[src/rtl/burst_to_apb_master_if.sv]
`default_nettype none
// ============================================================================
//  Module      : burst_to_apb_master_if
//  Description : Bundles the three buses of the burst-to-APB master bridge:
//                the command/write burst input (bst_*), the APB master
//                (paddr/psel/penable/pwrite/pwdata/prdata/plsverr), the read
//                return burst (rd_*) and the err/idle status pair.
//                Modport "master" is the bridge view; modport "slave" is the
//                view of whatever sits around the bridge.
//  Revision    : 1.0  initial release
// ============================================================================
interface burst_to_apb_master_if #(
    parameter int ADDR_W = 9,
    parameter int DATA_W = 8
);
    // Input burst
    logic              bst_valid;
    logic              bst_ready;
    logic [DATA_W-1:0] bst_data;
    logic              bst_last;
    // APB
    logic [ADDR_W-1:0] paddr;
    logic              psel;
    logic              penable;
    logic              pwrite;
    logic [DATA_W-1:0] pwdata;
    logic [DATA_W-1:0] prdata;
    logic              plsverr;
    // Read return burst
    logic              rd_valid;
    logic              rd_ready;
    logic [DATA_W-1:0] rd_data;
    logic              rd_last;
    // Status
    logic              err;
    logic              idle;

    modport master (
        input  bst_valid, bst_data, bst_last,
        output bst_ready,
        output paddr, psel, penable, pwrite, pwdata,
        input  prdata, plsverr,
        output rd_valid, rd_data, rd_last,
        input  rd_ready,
        output err, idle
    );

    modport slave (
        output bst_valid, bst_data, bst_last,
        input  bst_ready,
        input  paddr, psel, penable, pwrite, pwdata,
        output prdata, plsverr,
        input  rd_valid, rd_data, rd_last,
        output rd_ready,
        input  err, idle
    );
endinterface
`default_nettype wire

[src/rtl/burst_to_apb_master.sv]
`default_nettype none
// ============================================================================
//  Module      : burst_to_apb_master
//  Description : Accepts a valid/ready byte burst (CMD, ADDR, then write data
//                or a read LEN) and replays it as zero-wait-state two-phase
//                APB transfers on a 9-bit address space. Read data comes back
//                as a valid/ready burst with rd_last on the final beat.
//  Ports       : clk    - rising-edge clock
//                rst_n  - asynchronous active-low reset
//                bus    - burst_to_apb_master_if.master: bst_* input burst,
//                         APB master signals, rd_* read return, err (sticky
//                         per command), idle (no command in progress)
//  Revision    : 1.0  initial release
// ============================================================================
module burst_to_apb_master #(
    parameter int ADDR_W = 9,
    parameter int DATA_W = 8
) (
    input  logic                         clk,
    input  logic                         rst_n,
    burst_to_apb_master_if.master        bus
);

    localparam int CNT_W = DATA_W + 1;   // holds 1..256 remaining reads

    typedef enum logic [2:0] {
        S_IDLE   = 3'd0,
        S_ADDR   = 3'd1,
        S_LEN    = 3'd2,
        S_WDATA  = 3'd3,
        S_SETUP  = 3'd4,
        S_ACCESS = 3'd5,
        S_RHOLD  = 3'd6,
        S_DRAIN  = 3'd7
    } state_t;

    state_t              r_state,    w_state_n;
    logic [ADDR_W-1:0]   r_paddr,    w_paddr_n;
    logic                r_pwrite,   w_pwrite_n;
    logic [DATA_W-1:0]   r_pwdata,   w_pwdata_n;
    logic                r_wlast,    w_wlast_n;
    logic [CNT_W-1:0]    r_cnt,      w_cnt_n;
    logic                r_rd_valid, w_rd_valid_n;
    logic [DATA_W-1:0]   r_rd_data,  w_rd_data_n;
    logic                r_rd_last,  w_rd_last_n;
    logic                r_err,      w_err_n;
    logic                r_psel;
    logic                r_penable;
    logic                r_bst_ready;
    logic                r_idle;
    logic                w_bst_hs;

    assign w_bst_hs = bus.bst_valid && r_bst_ready;

    // ------------------------------------------------------------------
    // Next-state and next-datapath logic
    // ------------------------------------------------------------------
    always_comb begin
        w_state_n    = r_state;
        w_paddr_n    = r_paddr;
        w_pwrite_n   = r_pwrite;
        w_pwdata_n   = r_pwdata;
        w_wlast_n    = r_wlast;
        w_cnt_n      = r_cnt;
        w_rd_valid_n = r_rd_valid;
        w_rd_data_n  = r_rd_data;
        w_rd_last_n  = r_rd_last;
        w_err_n      = r_err;

        case (r_state)
            S_IDLE: begin
                if (w_bst_hs) begin
                    w_pwrite_n           = bus.bst_data[DATA_W-1];
                    w_paddr_n[ADDR_W-1]  = bus.bst_data[0];
                    // A one-beat burst is malformed: flag it and stay put.
                    if (bus.bst_last) begin
                        w_err_n = 1'b1;
                    end else begin
                        w_err_n   = 1'b0;
                        w_state_n = S_ADDR;
                    end
                end
            end
            S_ADDR: begin
                if (w_bst_hs) begin
                    w_paddr_n[DATA_W-1:0] = bus.bst_data;
                    if (bus.bst_last) begin
                        w_err_n   = 1'b1;
                        w_state_n = S_IDLE;
                    end else begin
                        w_state_n = r_pwrite ? S_WDATA : S_LEN;
                    end
                end
            end
            S_LEN: begin
                if (w_bst_hs) begin
                    w_cnt_n   = (bus.bst_data == '0) ? {1'b1, {DATA_W{1'b0}}}
                                                     : {1'b0, bus.bst_data};
                    // Extra beats after LEN are flushed before reads start.
                    w_state_n = bus.bst_last ? S_SETUP : S_DRAIN;
                end
            end
            S_DRAIN: begin
                if (w_bst_hs && bus.bst_last) begin
                    w_state_n = S_SETUP;
                end
            end
            S_WDATA: begin
                if (w_bst_hs) begin
                    w_pwdata_n = bus.bst_data;
                    w_wlast_n  = bus.bst_last;
                    w_state_n  = S_SETUP;
                end
            end
            S_SETUP: begin
                w_state_n = S_ACCESS;
            end
            S_ACCESS: begin
                if (bus.plsverr) begin
                    w_err_n = 1'b1;
                end
                // Address moves on only after the access phase, so paddr
                // stays put across SETUP and ACCESS.
                w_paddr_n = r_paddr + ADDR_W'(1);
                if (r_pwrite) begin
                    w_state_n = r_wlast ? S_IDLE : S_WDATA;
                end else begin
                    w_rd_data_n  = bus.prdata;
                    w_rd_valid_n = 1'b1;
                    w_rd_last_n  = (r_cnt == CNT_W'(1));
                    w_cnt_n      = r_cnt - CNT_W'(1);
                    w_state_n    = S_RHOLD;
                end
            end
            S_RHOLD: begin
                if (bus.rd_ready) begin
                    w_rd_valid_n = 1'b0;
                    w_rd_last_n  = 1'b0;
                    w_state_n    = (r_cnt != '0) ? S_SETUP : S_IDLE;
                end
            end
            default: begin
                w_state_n = S_IDLE;
            end
        endcase
    end

    // ------------------------------------------------------------------
    // State and output registers. Bus strobes are decoded from the next
    // state so every output comes straight from a flop.
    // ------------------------------------------------------------------
    always_ff @(posedge clk or negedge rst_n) begin
        if (!rst_n) begin
            r_state     <= S_IDLE;
            r_paddr     <= '0;
            r_pwrite    <= 1'b0;
            r_pwdata    <= '0;
            r_wlast     <= 1'b0;
            r_cnt       <= '0;
            r_rd_valid  <= 1'b0;
            r_rd_data   <= '0;
            r_rd_last   <= 1'b0;
            r_err       <= 1'b0;
            r_psel      <= 1'b0;
            r_penable   <= 1'b0;
            r_bst_ready <= 1'b1;
            r_idle      <= 1'b1;
        end else begin
            r_state     <= w_state_n;
            r_paddr     <= w_paddr_n;
            r_pwrite    <= w_pwrite_n;
            r_pwdata    <= w_pwdata_n;
            r_wlast     <= w_wlast_n;
            r_cnt       <= w_cnt_n;
            r_rd_valid  <= w_rd_valid_n;
            r_rd_data   <= w_rd_data_n;
            r_rd_last   <= w_rd_last_n;
            r_err       <= w_err_n;
            r_psel      <= (w_state_n == S_SETUP) || (w_state_n == S_ACCESS);
            r_penable   <= (w_state_n == S_ACCESS);
            r_bst_ready <= (w_state_n != S_SETUP) && (w_state_n != S_ACCESS) &&
                           (w_state_n != S_RHOLD);
            r_idle      <= (w_state_n == S_IDLE);
        end
    end

    assign bus.bst_ready = r_bst_ready;
    assign bus.paddr     = r_paddr;
    assign bus.psel      = r_psel;
    assign bus.penable   = r_penable;
    assign bus.pwrite    = r_pwrite;
    assign bus.pwdata    = r_pwdata;
    assign bus.rd_valid  = r_rd_valid;
    assign bus.rd_data   = r_rd_data;
    assign bus.rd_last   = r_rd_last;
    assign bus.err       = r_err;
    assign bus.idle      = r_idle;

endmodule
`default_nettype wire

[src/flat_wrapper.sv]
// flat-port wrapper written by rule: the top's interface ports become plain ports
module burst_to_apb_master_flat 
#(
    parameter int ADDR_W = 9,
    parameter int DATA_W = 8
)
  (clk, rst_n, bus_bst_valid, bus_bst_data, bus_bst_last, bus_bst_ready, bus_paddr, bus_psel, bus_penable, bus_pwrite, bus_pwdata, bus_prdata, bus_plsverr, bus_rd_valid, bus_rd_data, bus_rd_last, bus_rd_ready, bus_err, bus_idle);
  burst_to_apb_master_if #(.ADDR_W(ADDR_W), .DATA_W(DATA_W)) bus_i ();
  input  logic clk;
  input  logic rst_n;
  input wire logic [$bits(bus_i.bst_valid)-1:0] bus_bst_valid;
  input wire logic [$bits(bus_i.bst_data)-1:0] bus_bst_data;
  input wire logic [$bits(bus_i.bst_last)-1:0] bus_bst_last;
  output wire logic [$bits(bus_i.bst_ready)-1:0] bus_bst_ready;
  output wire logic [$bits(bus_i.paddr)-1:0] bus_paddr;
  output wire logic [$bits(bus_i.psel)-1:0] bus_psel;
  output wire logic [$bits(bus_i.penable)-1:0] bus_penable;
  output wire logic [$bits(bus_i.pwrite)-1:0] bus_pwrite;
  output wire logic [$bits(bus_i.pwdata)-1:0] bus_pwdata;
  input wire logic [$bits(bus_i.prdata)-1:0] bus_prdata;
  input wire logic [$bits(bus_i.plsverr)-1:0] bus_plsverr;
  output wire logic [$bits(bus_i.rd_valid)-1:0] bus_rd_valid;
  output wire logic [$bits(bus_i.rd_data)-1:0] bus_rd_data;
  output wire logic [$bits(bus_i.rd_last)-1:0] bus_rd_last;
  input wire logic [$bits(bus_i.rd_ready)-1:0] bus_rd_ready;
  output wire logic [$bits(bus_i.err)-1:0] bus_err;
  output wire logic [$bits(bus_i.idle)-1:0] bus_idle;
  assign bus_i.bst_valid = bus_bst_valid;
  assign bus_i.bst_data = bus_bst_data;
  assign bus_i.bst_last = bus_bst_last;
  assign bus_bst_ready = bus_i.bst_ready;
  assign bus_paddr = bus_i.paddr;
  assign bus_psel = bus_i.psel;
  assign bus_penable = bus_i.penable;
  assign bus_pwrite = bus_i.pwrite;
  assign bus_pwdata = bus_i.pwdata;
  assign bus_i.prdata = bus_prdata;
  assign bus_i.plsverr = bus_plsverr;
  assign bus_rd_valid = bus_i.rd_valid;
  assign bus_rd_data = bus_i.rd_data;
  assign bus_rd_last = bus_i.rd_last;
  assign bus_i.rd_ready = bus_rd_ready;
  assign bus_err = bus_i.err;
  assign bus_idle = bus_i.idle;
  burst_to_apb_master #(.ADDR_W(ADDR_W), .DATA_W(DATA_W)) u_core (.clk(clk), .rst_n(rst_n), .bus(bus_i));
endmodule
[config.mk]
export PLATFORM = sky130hd
export DESIGN_NAME = burst_to_apb_master_flat
export DESIGN_NICKNAME = d
export VERILOG_FILES = /design/src/rtl/burst_to_apb_master_if.sv /design/src/rtl/burst_to_apb_master.sv /design/src/flat_wrapper.sv
export SDC_FILE = /design/constraint.sdc
export NUM_CORES = 1
export LEC_CHECK = 0
export CAP_MARGIN = 20
export CORE_MARGIN = 5
export CORE_UTILIZATION = 35
export DETAILED_ROUTE_END_ITERATION = 8
export HOLD_SLACK_MARGIN = 0.05
export PLACE_DENSITY_LB_ADDON = 0.2
export SLEW_MARGIN = 40
export SYNTH_ARGS = -nofsm -noshare
export SYNTH_HDL_FRONTEND = slang
export SYNTH_SLANG_ARGS = --single-unit
[constraint.sdc]
create_clock -name clk -period 2.45 [get_ports clk]
set_clock_uncertainty 0.15 [all_clocks]
set_input_delay 0.3675 -clock clk [delete_from_list [all_inputs] [get_ports clk]]
set_output_delay 0.3675 -clock clk [all_outputs]
set_load 0.02 [all_outputs]
Yosys cells after proc, flatten, opt, wreduce, memory -nomap -nowiden
Cells that the tools add are included.
{ "classes": {"bitwise": 1, "addsub": 2, "eq_ne": 20, "reduce_logical": 22, "n_mux": 33} }
{ "ops": {"columns": ["cell", "count"], "rows": [
  ["two-way mux 3 bit", 10],
  ["two-way mux 9 bit", 3],
  ["one-hot mux 3 bit (8 select lines)", 1],
  ["equality test 3 bit, second input constant", 6],
  ["one-hot mux 9 bit (2 select lines)", 1],
  ["one-hot mux 8 bit (2 select lines)", 1],
  ["two-way mux 1 bit", 10],
  ["AND reduction 2 bit", 5],
  ["adder 9 x 1 -> 9 bit, second input constant", 1],
  ["equality test 9 x 1 -> 1 bit, second input constant", 1],
  ["inequality test 3 bit, second input constant", 3],
  ["nonzero test 9 bit", 1],
  ["subtractor 9 x 1 -> 9 bit, second input constant", 1],
  ["zero test 8 bit", 1],
  ["two-way mux 8 bit", 1],
  ["inequality test 2 bit, second input constant", 4],
  ["nonzero test 2 bit", 4],
  ["equality test 3 x 2 -> 1 bit, second input constant", 2],
  ["zero test 3 bit", 2],
  ["inequality test 2 x 1 -> 1 bit, second input constant", 3],
  ["one-hot mux 1 bit (2 select lines)", 3],
  ["AND reduction 3 bit", 2],
  ["AND reduction 5 bit", 1],
  ["logical AND 1 bit", 4],
  ["other kinds (6)", 7]
]} }
{ "totals": {"input_bits": 22, "ff_bits": 46} }

Depth between registers and ports, before layout
Gate-level depths: netlist (run 1).
{ "depth": {"ltp_word": 7, "ltp_mapped": 7, "depth_no_buf": 6} }

Least setup slack after synthesis (run 1)
Ideal clock, no wire load.
{ "synth_timing": {"path_type": "register to register", "start": "register u_core.r_bst_ready (netlist: u_core.bus.bst_ready)", "end": "register u_core.r_bst_ready (netlist: u_core.bus.bst_ready)", "t_arrival_ns": 1.723, "n_path_buf": 0, "setup_time_ns": 0.077, "path_stages_with_launch": 6, "setup_slack_ns": 0.500, "synth_period_minus_slack_ns": 1.950, "cell_sequence": "dfstp_2 nand2_1 o21ai_0 a21oi_1 or4_4 a21bo_1"} }
{ "synth_via": {"elab_chain_cells": 7} }
{ "synth_lines": {"columns": ["element", "line", "source"], "rows": [
  ["start: declaration", "burst_to_apb_master.sv:49", "logic r_bst_ready;"],
  ["start signal: assignment", "burst_to_apb_master.sv:181", "r_bst_ready <= (w_state_n != S_SETUP) && (w_state_n != S_ACCESS) &&"],
  ["logical AND 1 bit (*)", "burst_to_apb_master.sv:53", "assign w_bst_hs = bus.bst_valid && r_bst_ready;"],
  ["logical AND 1 bit", "burst_to_apb_master.sv:104", "if (w_bst_hs && bus.bst_last) begin"],
  ["two-way mux 3 bit", "burst_to_apb_master.sv:104", null],
  ["one-hot mux 3 bit (8 select lines) (*)", "burst_to_apb_master.sv:70", "case (r_state)"],
  ["named net u_core.w_state_n[0]", "burst_to_apb_master.sv:37", "state_t r_state, w_state_n;"],
  ["inequality test 3 bit", "burst_to_apb_master.sv:181", null],
  ["logical AND 1 bit", "burst_to_apb_master.sv:181", null],
  ["logical AND 1 bit (*)", "burst_to_apb_master.sv:181", null]
]} }
The timed path passes the listed nets; every way through them passes the cells marked *.
A chain may end at the register's enable or synchronous reset.

Worst setup path in the final report (run 1)
{ "layout_timing": {"start": "register u_core.r_state[0]", "end": "register u_core.r_bst_ready (netlist: u_core.bus.bst_ready)"} }
{ "layout_lines": {"columns": ["element", "line", "source"], "rows": [
  ["start: declaration", "burst_to_apb_master.sv:37", null],
  ["start signal: assignment", "burst_to_apb_master.sv:169", "r_state <= w_state_n;"],
  ["equality test 3 bit (tied with other cells)", "burst_to_apb_master.sv:70", null],
  ["one-hot mux 3 bit (8 select lines) (*)", "burst_to_apb_master.sv:70", null],
  ["named net u_core.w_state_n[2]", "burst_to_apb_master.sv:37", null],
  ["inequality test 3 bit", "burst_to_apb_master.sv:181", null],
  ["logical AND 1 bit", "burst_to_apb_master.sv:181", null],
  ["logical AND 1 bit (*)", "burst_to_apb_master.sv:181", null]
]} }
Marked as above.

==> impl_metrics.env, run 1 <==
export IMPL_outcome="finished, final reports clean"
export IMPL_leakagePower_nw=1.344
export IMPL_critPathMaxFanout=15
export IMPL_grt_max_degree=27
export IMPL_grt_pass1_vias=1974
export IMPL_required_ns=2.53
export IMPL_core_area_um2=6719
export IMPL_synthCells=236
export IMPL_drt_iter0_markers=118
export IMPL_diodes=0
export IMPL_hold_viol=0
export IMPL_rsz0062_at_grt="false"
export IMPL_worstPathArrival_ns=2.15
export IMPL_yosysWarnings=0
export IMPL_drc_errors=0
export IMPL_timing_final_crit_share_pct=84.26
export IMPL_tns_ns=0
export IMPL_drt_antenna_violating_nets=0
export IMPL_ios=55
export IMPL_syn_num_nets=262
export IMPL_crit_type="reg2reg"
export IMPL_fin_crit_ns=2.064
export IMPL_worst_pin_slew_ns=0.6146
export IMPL_critPathLaunchType="register"
export IMPL_grt_pass1_wl_um=9977
export IMPL_fin_nets=322
export IMPL_clk_insertion_delay_late_ns=0.30
export IMPL_grt_overflow_total=0
export IMPL_p_per_area_nw_per_um2=1340
export IMPL_setup_viol=0
export IMPL_num_vias=2008
export IMPL_fill_cells=643
export IMPL_die_h_um=92.55
export IMPL_fmax_ghz=0.4844
export IMPL_hold_ws_ns=0.3478
export IMPL_die_x_um=92.55
export IMPL_wl_per_cell_um=15.80
export IMPL_num_rows=30
export IMPL_antenna_found_initial=0
export IMPL_path_clk_slew_ns=0.08
export IMPL_cp_end_kind="register"
export IMPL_syn_area_um2=2385
export IMPL_cts_root_buffer="clkbuf_8"
export IMPL_synthArstFlopShare_pct=100.0
export IMPL_report_final_slew_viol_count=0
export IMPL_synth_avg_cell_area_um2=10.11
export IMPL_hpwl_um=4382
export IMPL_ys_flop_type="dfrtp_1"
export IMPL_synth_enable_flop_cells=0
export IMPL_final_common_cell="clkdlybuf4s50_1"
export IMPL_grt_use_total_pct=14.71
export IMPL_peakVddDrop_mv=0.5119
export IMPL_slew_headroom_pct=59.03
export IMPL_htreeDepth=2
export IMPL_max_cap_violations=0
export IMPL_synth_seq_cells=46
export IMPL_hold_path_class="reg2reg"
export IMPL_multi_input_area_um2=1157
export IMPL_total_power_mw=4.290
export IMPL_numCtsBuffers=5
export IMPL_place_gp_congestion=0.8096
export IMPL_die_area_um2=8565
export IMPL_initial_core_util_pct=35.49
export IMPL_routed_via_density=5.326
export IMPL_tritoncts="done"
export IMPL_first_pass_iters=4
export IMPL_seqCellArea_um2=1154
export IMPL_clock_sinks=46
export IMPL_fin_cells=377
export IMPL_final_layout_size_suffix_gt1_share_pct=16.50
export IMPL_areaGrowthSynthToFinish_pct=34.26
export IMPL_cts_buffer_depth=2
export IMPL_ys_seq_area_share_pct=48.37
export IMPL_synth_distinct_cells=46
export IMPL_port_buffers=54
export IMPL_final_cell_mix="53 x clkdlybuf4s50_1, 44 x dfrtp_1, 32 x nand2_1"
export IMPL_wirelength_um=5956
export IMPL_dp_cells=368
==> routing by layer <==
layer / up-vias / routed length, µm / global-route usage [%]
met4: 0 / 76 / 5.446
met3: 7 / 264 / 2.518
met5: - / 0 / 0
met2: 49 / 2745 / 22.05
met1: 967 / 2870 / 21.15
li1: 985 / - / -
==> repair_timing <==
action,CTS,global route
endpoints found under the hold margin,25,0
resized for setup,0,0
hold buffers,1,0
buffers inserted,0,0
==> final cells by class <==
class / count / share of cell area, %
Timing Repair Buffer: 64 / 19.54
Sequential cell: 46 / 36.03
Multi-Input combinational cell: 173 / 36.15
Tap cell: 80 / 3.126
Inverter: 6 / 0.7034
Clock buffer: 6 / 2.579
Clock inverter: 2 / 1.876
==> Yosys cell counts (2+ instances only) <==
master     n  share of area, %
inv_1      6              0.94
nor2_1    20               3.1
mux2_2    18               8.5
clkbuf_1   5              0.79
a31oi_1    6               1.6
o21a_1     3              0.94
or4_4      2              0.94
nand3_1    3              0.63
ha_1       4               2.1
a21oi_1   11               2.3
a22o_1     7               2.6
nand2b_1   3              0.79
dfrtp_1   44                46
nor4_1     2              0.52
and3b_1    3               1.1
o31ai_1    2              0.63
nor3_1     8               1.7
or2_2      2              0.52
o41ai_1    4               1.5
dfstp_2    2               2.2
nor2b_1    4               1.0
o221ai_1   4               1.5
o21ai_0   15               3.1
buf_2      5               1.0
nand2_1   32               5.0
==> through the flow <==
stage / worst slack [ns] / util [%] / area (µm²)
floorplan: 0.4996 / - / 2385
global placement: 0.2323 / 45.38 / 3049
detailed placement: 0.1812 / 45.38 / 3049
CTS: 0.3937 / 47.65 / 3202
global route: 0.2452 / 47.65 / 3202
finish: 0.3855 / 47.65 / 3202
==> sequential cells by signal, summed over array words and instances (netlist names) <==
signal,flops
u_core.bus.pwrite,1
u_core.bus.err,1
u_core.bus.rd_data,8
u_core.bus.idle,1
u_core.r_state,3
u_core.bus.rd_last,1
u_core.bus.psel,1
u_core.r_wlast,1
u_core.bus.penable,1
u_core.bus.rd_valid,1
u_core.r_cnt,9
u_core.bus.bst_ready,1
u_core.bus.pwdata,8
u_core.bus.paddr,9
==> report_power, final <==
part / switching (mW) / internal [mW] / total, mW / leakage (nW)
clock network: 0.261 / 0.435 / 0.696 / 0.0714
registers: 0.370 / 1.12 / 1.49 / 0.554
logic: 1.06 / 1.04 / 2.10 / 0.718
==> worst paths after layout <==
kind / startpoint / endpoint / slack (ns) / cells past startpoint
setup / recovery: u_core.r_state[0]$_DFF_PN0_ / u_core.bus.bst_ready$_DFF_PN1_ / 0.39 / 4
hold / removal: u_core.bus.rd_last$_DFFE_PN0P_ / u_core.bus.rd_last$_DFFE_PN0P_ / 0.35 / 1
setup reg to reg: u_core.r_state[0]$_DFF_PN0_ / u_core.bus.bst_ready$_DFF_PN1_ / 0.39 / 4
hold reg to reg: u_core.bus.rd_last$_DFFE_PN0P_ / u_core.bus.rd_last$_DFFE_PN0P_ / 0.35 / 1
max in group asynchronous: rst_n / u_core.bus.idle$_DFF_PN1_ / 1.08 / 3
min in group asynchronous: rst_n / u_core.bus.rd_data[1]$_DFFE_PN0P_ / 0.46 / 2
==> cell families (layout without fill, tap and decap cells) <==
kind of cell | Yosys count | after routing | share of synthesized area (%)
and+or+nand+nor | 86 | 86 | 18.63
AOI/OAI and AO/OA | 64 | 64 | 18.89
DFF | 46 | 46 | 48.37
muxes | 19 | 19 | 8.919
buffers and inverters | 17 | 78 | 3.095
adders and majority gates | 4 | 4 | 2.099
==> critical path, stage by stage, from the launching register on <==
cell and delay [ns]:
dfrtp_1 0.65, nor2b_1 0.21, and3_1 0.26, a311oi_2 0.46, a21bo_1 0.26
No activity file was read; power rests on OpenSTA's default activity.
==> run 2: changes to the inputs <==
clock period = 1.7 ns   (was 2.45 ns; I/O delays follow)
==> impl_metrics.env, run 2 (synthesis results as in run 1) <==
export IMPL_outcome="complete, but fails checks"
export IMPL_violations="setup timing"
export IMPL_hold_path_class="in2async"
export IMPL_p_per_area_nw_per_um2=1810
export IMPL_die_h_um=92.55
export IMPL_r2r_cells=5
export IMPL_drc_errors=0
export IMPL_fin_nets=375
export IMPL_place_gp_congestion=0.9220
export IMPL_use_met2_pct=25.62
export IMPL_intPower_mw=4.113
export IMPL_wirelength_um=7088
export IMPL_setup_viol=23
export IMPL_total_power_mw=6.939
export IMPL_routed_via_density=5.270
export IMPL_wl_per_cell_um=16.48
export IMPL_combPwrFrac_pct=58.3
export IMPL_use_met3_pct=2.924
export IMPL_cts_buffer_depth=2
export IMPL_antenna_found_initial=0
export IMPL_cp_slowest_cell="or4_4"
export IMPL_hold_viol=0
export IMPL_final_common_cell="buf_4"
export IMPL_drt_iter0_markers=111
export IMPL_design_area_um2=3834
export IMPL_path_clk_slew_ns=0.09
export IMPL_slew_headroom_pct=70.44
export IMPL_core_area_um2=6719
export IMPL_grt_overflow_total=0
export IMPL_critPathLaunchType="register"
export IMPL_ios=55
export IMPL_die_area_um2=8565
export IMPL_areaGrowthSynthToFinish_pct=60.76
export IMPL_grt_use_met1_pct=22.82
export IMPL_max_stage_delay_ns=0.57
export IMPL_rsz0062_at_grt="true"
export IMPL_power_frac_seq_pct=29.5
export IMPL_worst_slack_ns=-0.1839
export IMPL_place_ws_ns=-0.4385
export IMPL_final_cell_mix="52 x buf_4, 42 x dfrtp_1, 31 x nand2_1"
export IMPL_place_area_um2=3395
export IMPL_cp_end_kind="register"
export IMPL_grt_pass1_vias=2207
export IMPL_port_buffers=54
export IMPL_fin_crit_ns=1.884
export IMPL_swShare_pct=40.73
export IMPL_hpwl_um=4999
export IMPL_cts_root_buffer="clkbuf_8"
export IMPL_clock_sinks=46
export IMPL_dp_cells=409
export IMPL_worst_pin_slew_ns=0.4434
export IMPL_drt_antenna_violating_nets=0
export IMPL_p_sw_mw=2.826
export IMPL_grt_use_total_pct=16.49
export IMPL_grt_pass1_wl_um=11110
export IMPL_busiest_layer="met2"
export IMPL_grt_max_degree=21
export IMPL_initial_core_util_pct=35.49
export IMPL_timing_final_crit_share_pct=110.8
export IMPL_fin_cells=430
export IMPL_path_cells="or4_4 > nor4_4 > a311oi_2 > buf_4 > nor3_2"
export IMPL_required_ns=1.79
export IMPL_tritoncts="done"
export IMPL_first_pass_iters=4
export IMPL_final_layout_size_suffix_gt1_share_pct=38.29
export IMPL_fmax_ghz=0.5308
export IMPL_hold_ws_ns=0.2756
export IMPL_report_final_slew_viol_count=0
export IMPL_max_cap_violations=0
export IMPL_htreeDepth=2
export IMPL_clk_insertion_delay_late_ns=0.31
export IMPL_worstPathArrival_ns=1.98
export IMPL_num_vias=2266
export IMPL_clkPwrFrac_pct=12.2
export IMPL_num_rows=30
export IMPL_leakagePower_nw=1.808
export IMPL_crit_type="reg2reg"
export IMPL_peakVddDrop_mv=0.7752
export IMPL_critPathMaxFanout=3
export IMPL_die_x_um=92.55
export IMPL_diodes=0
export IMPL_numCtsBuffers=5
-- run 2: changes by cell type in the layout (fill, tap and decap cells not counted), moves of 7 or more --
| cell | delta |
|---|---|
| o21ai_0 | -7 |
| dlymetal6s2s_1 | +11 |
| mux2_4 | +9 |
| buf_4 | +44 |
| dlygate4sd2_1 | +20 |
| mux2_2 | -9 |
| clkdlybuf4s50_1 | -32 |
-- run 2: cell type report --
class / instances / area [µm²]
Fill cell: 595 / 2885
Multi-Input combinational cell: 174 / 1358
Sequential cell: 46 / 1156
Timing Repair Buffer: 116 / 1084
Tap cell: 80 / 100.1
Clock buffer: 5 / 68.82
Clock inverter: 3 / 45.04
Inverter: 6 / 22.52
-- run 2: timing repair --
action | CTS | global route
gates resized for setup | 49 | 38
endpoints found under the setup margin | 48 | 52
hold buffers | 1 | 0
endpoints found under the hold margin | 14 | 0
gates cloned | 1 | 1
pin swaps | 7 | 8
setup buffers | 5 | 5
-- run 2: metal layers --
| layer | share of wire, % | wire (µm) |
|---|---|---|
| met5 | 0 | 0 |
| met4 | 1.7 | 123 |
| met3 | 5.1 | 362 |
| met2 | 46 | 3291 |
| met1 | 47 | 3311 |
-- run 2: power by group through the flow --
stage	combinational [mW]	clock, mW	sequential, mW
floorplan	1.56	0	2.48
global placement	3.67	0	2.04
detailed placement	3.71	0	2.06
CTS	3.83	0.868	2.04
global route	4.37	0.909	2.12
finish	4.05	0.844	2.05
-- run 2: worst paths after layout --
path | from | to | slack (ns)
setup / recovery | u_core.r_cnt[7]$_DFFE_PN0P_ | u_core.bus.idle$_DFF_PN1_ | -0.18
setup reg to reg | u_core.r_cnt[7]$_DFFE_PN0P_ | u_core.bus.idle$_DFF_PN1_ | -0.18
hold reg to reg | u_core.bus.rd_data[1]$_DFFE_PN0P_ | u_core.bus.rd_data[1]$_DFFE_PN0P_ | 0.36
min in group clk | u_core.bus.rd_data[1]$_DFFE_PN0P_ | u_core.bus.rd_data[1]$_DFFE_PN0P_ | 0.36
hold / removal | rst_n | u_core.bus.psel$_DFF_PN0_ | 0.28
max in group asynchronous | rst_n | u_core.bus.paddr[5]$_DFFE_PN0P_ | 0.60
-- run 2: through the flow --
| stage | setup TNS, ns | utilization, % |
|---|---|---|
| finish | -1.708 | 57.06 |
| global route | -3.698 | 57.06 |
| CTS | -1.411 | 54.32 |
| detailed placement | -9.976 | 50.52 |
| global placement | -8.643 | 50.52 |
| floorplan | -0.1487 | - |
-- run 2: worst max-delay path: cells and delay by family, from the launching register on --
family / cells / cell delay [ns]
buffers and inverters: 1 / 0.17
AOI/OAI and AO/OA: 1 / 0.19
DFF: 1 / 0.39
and+or+nand+nor: 3 / 0.92
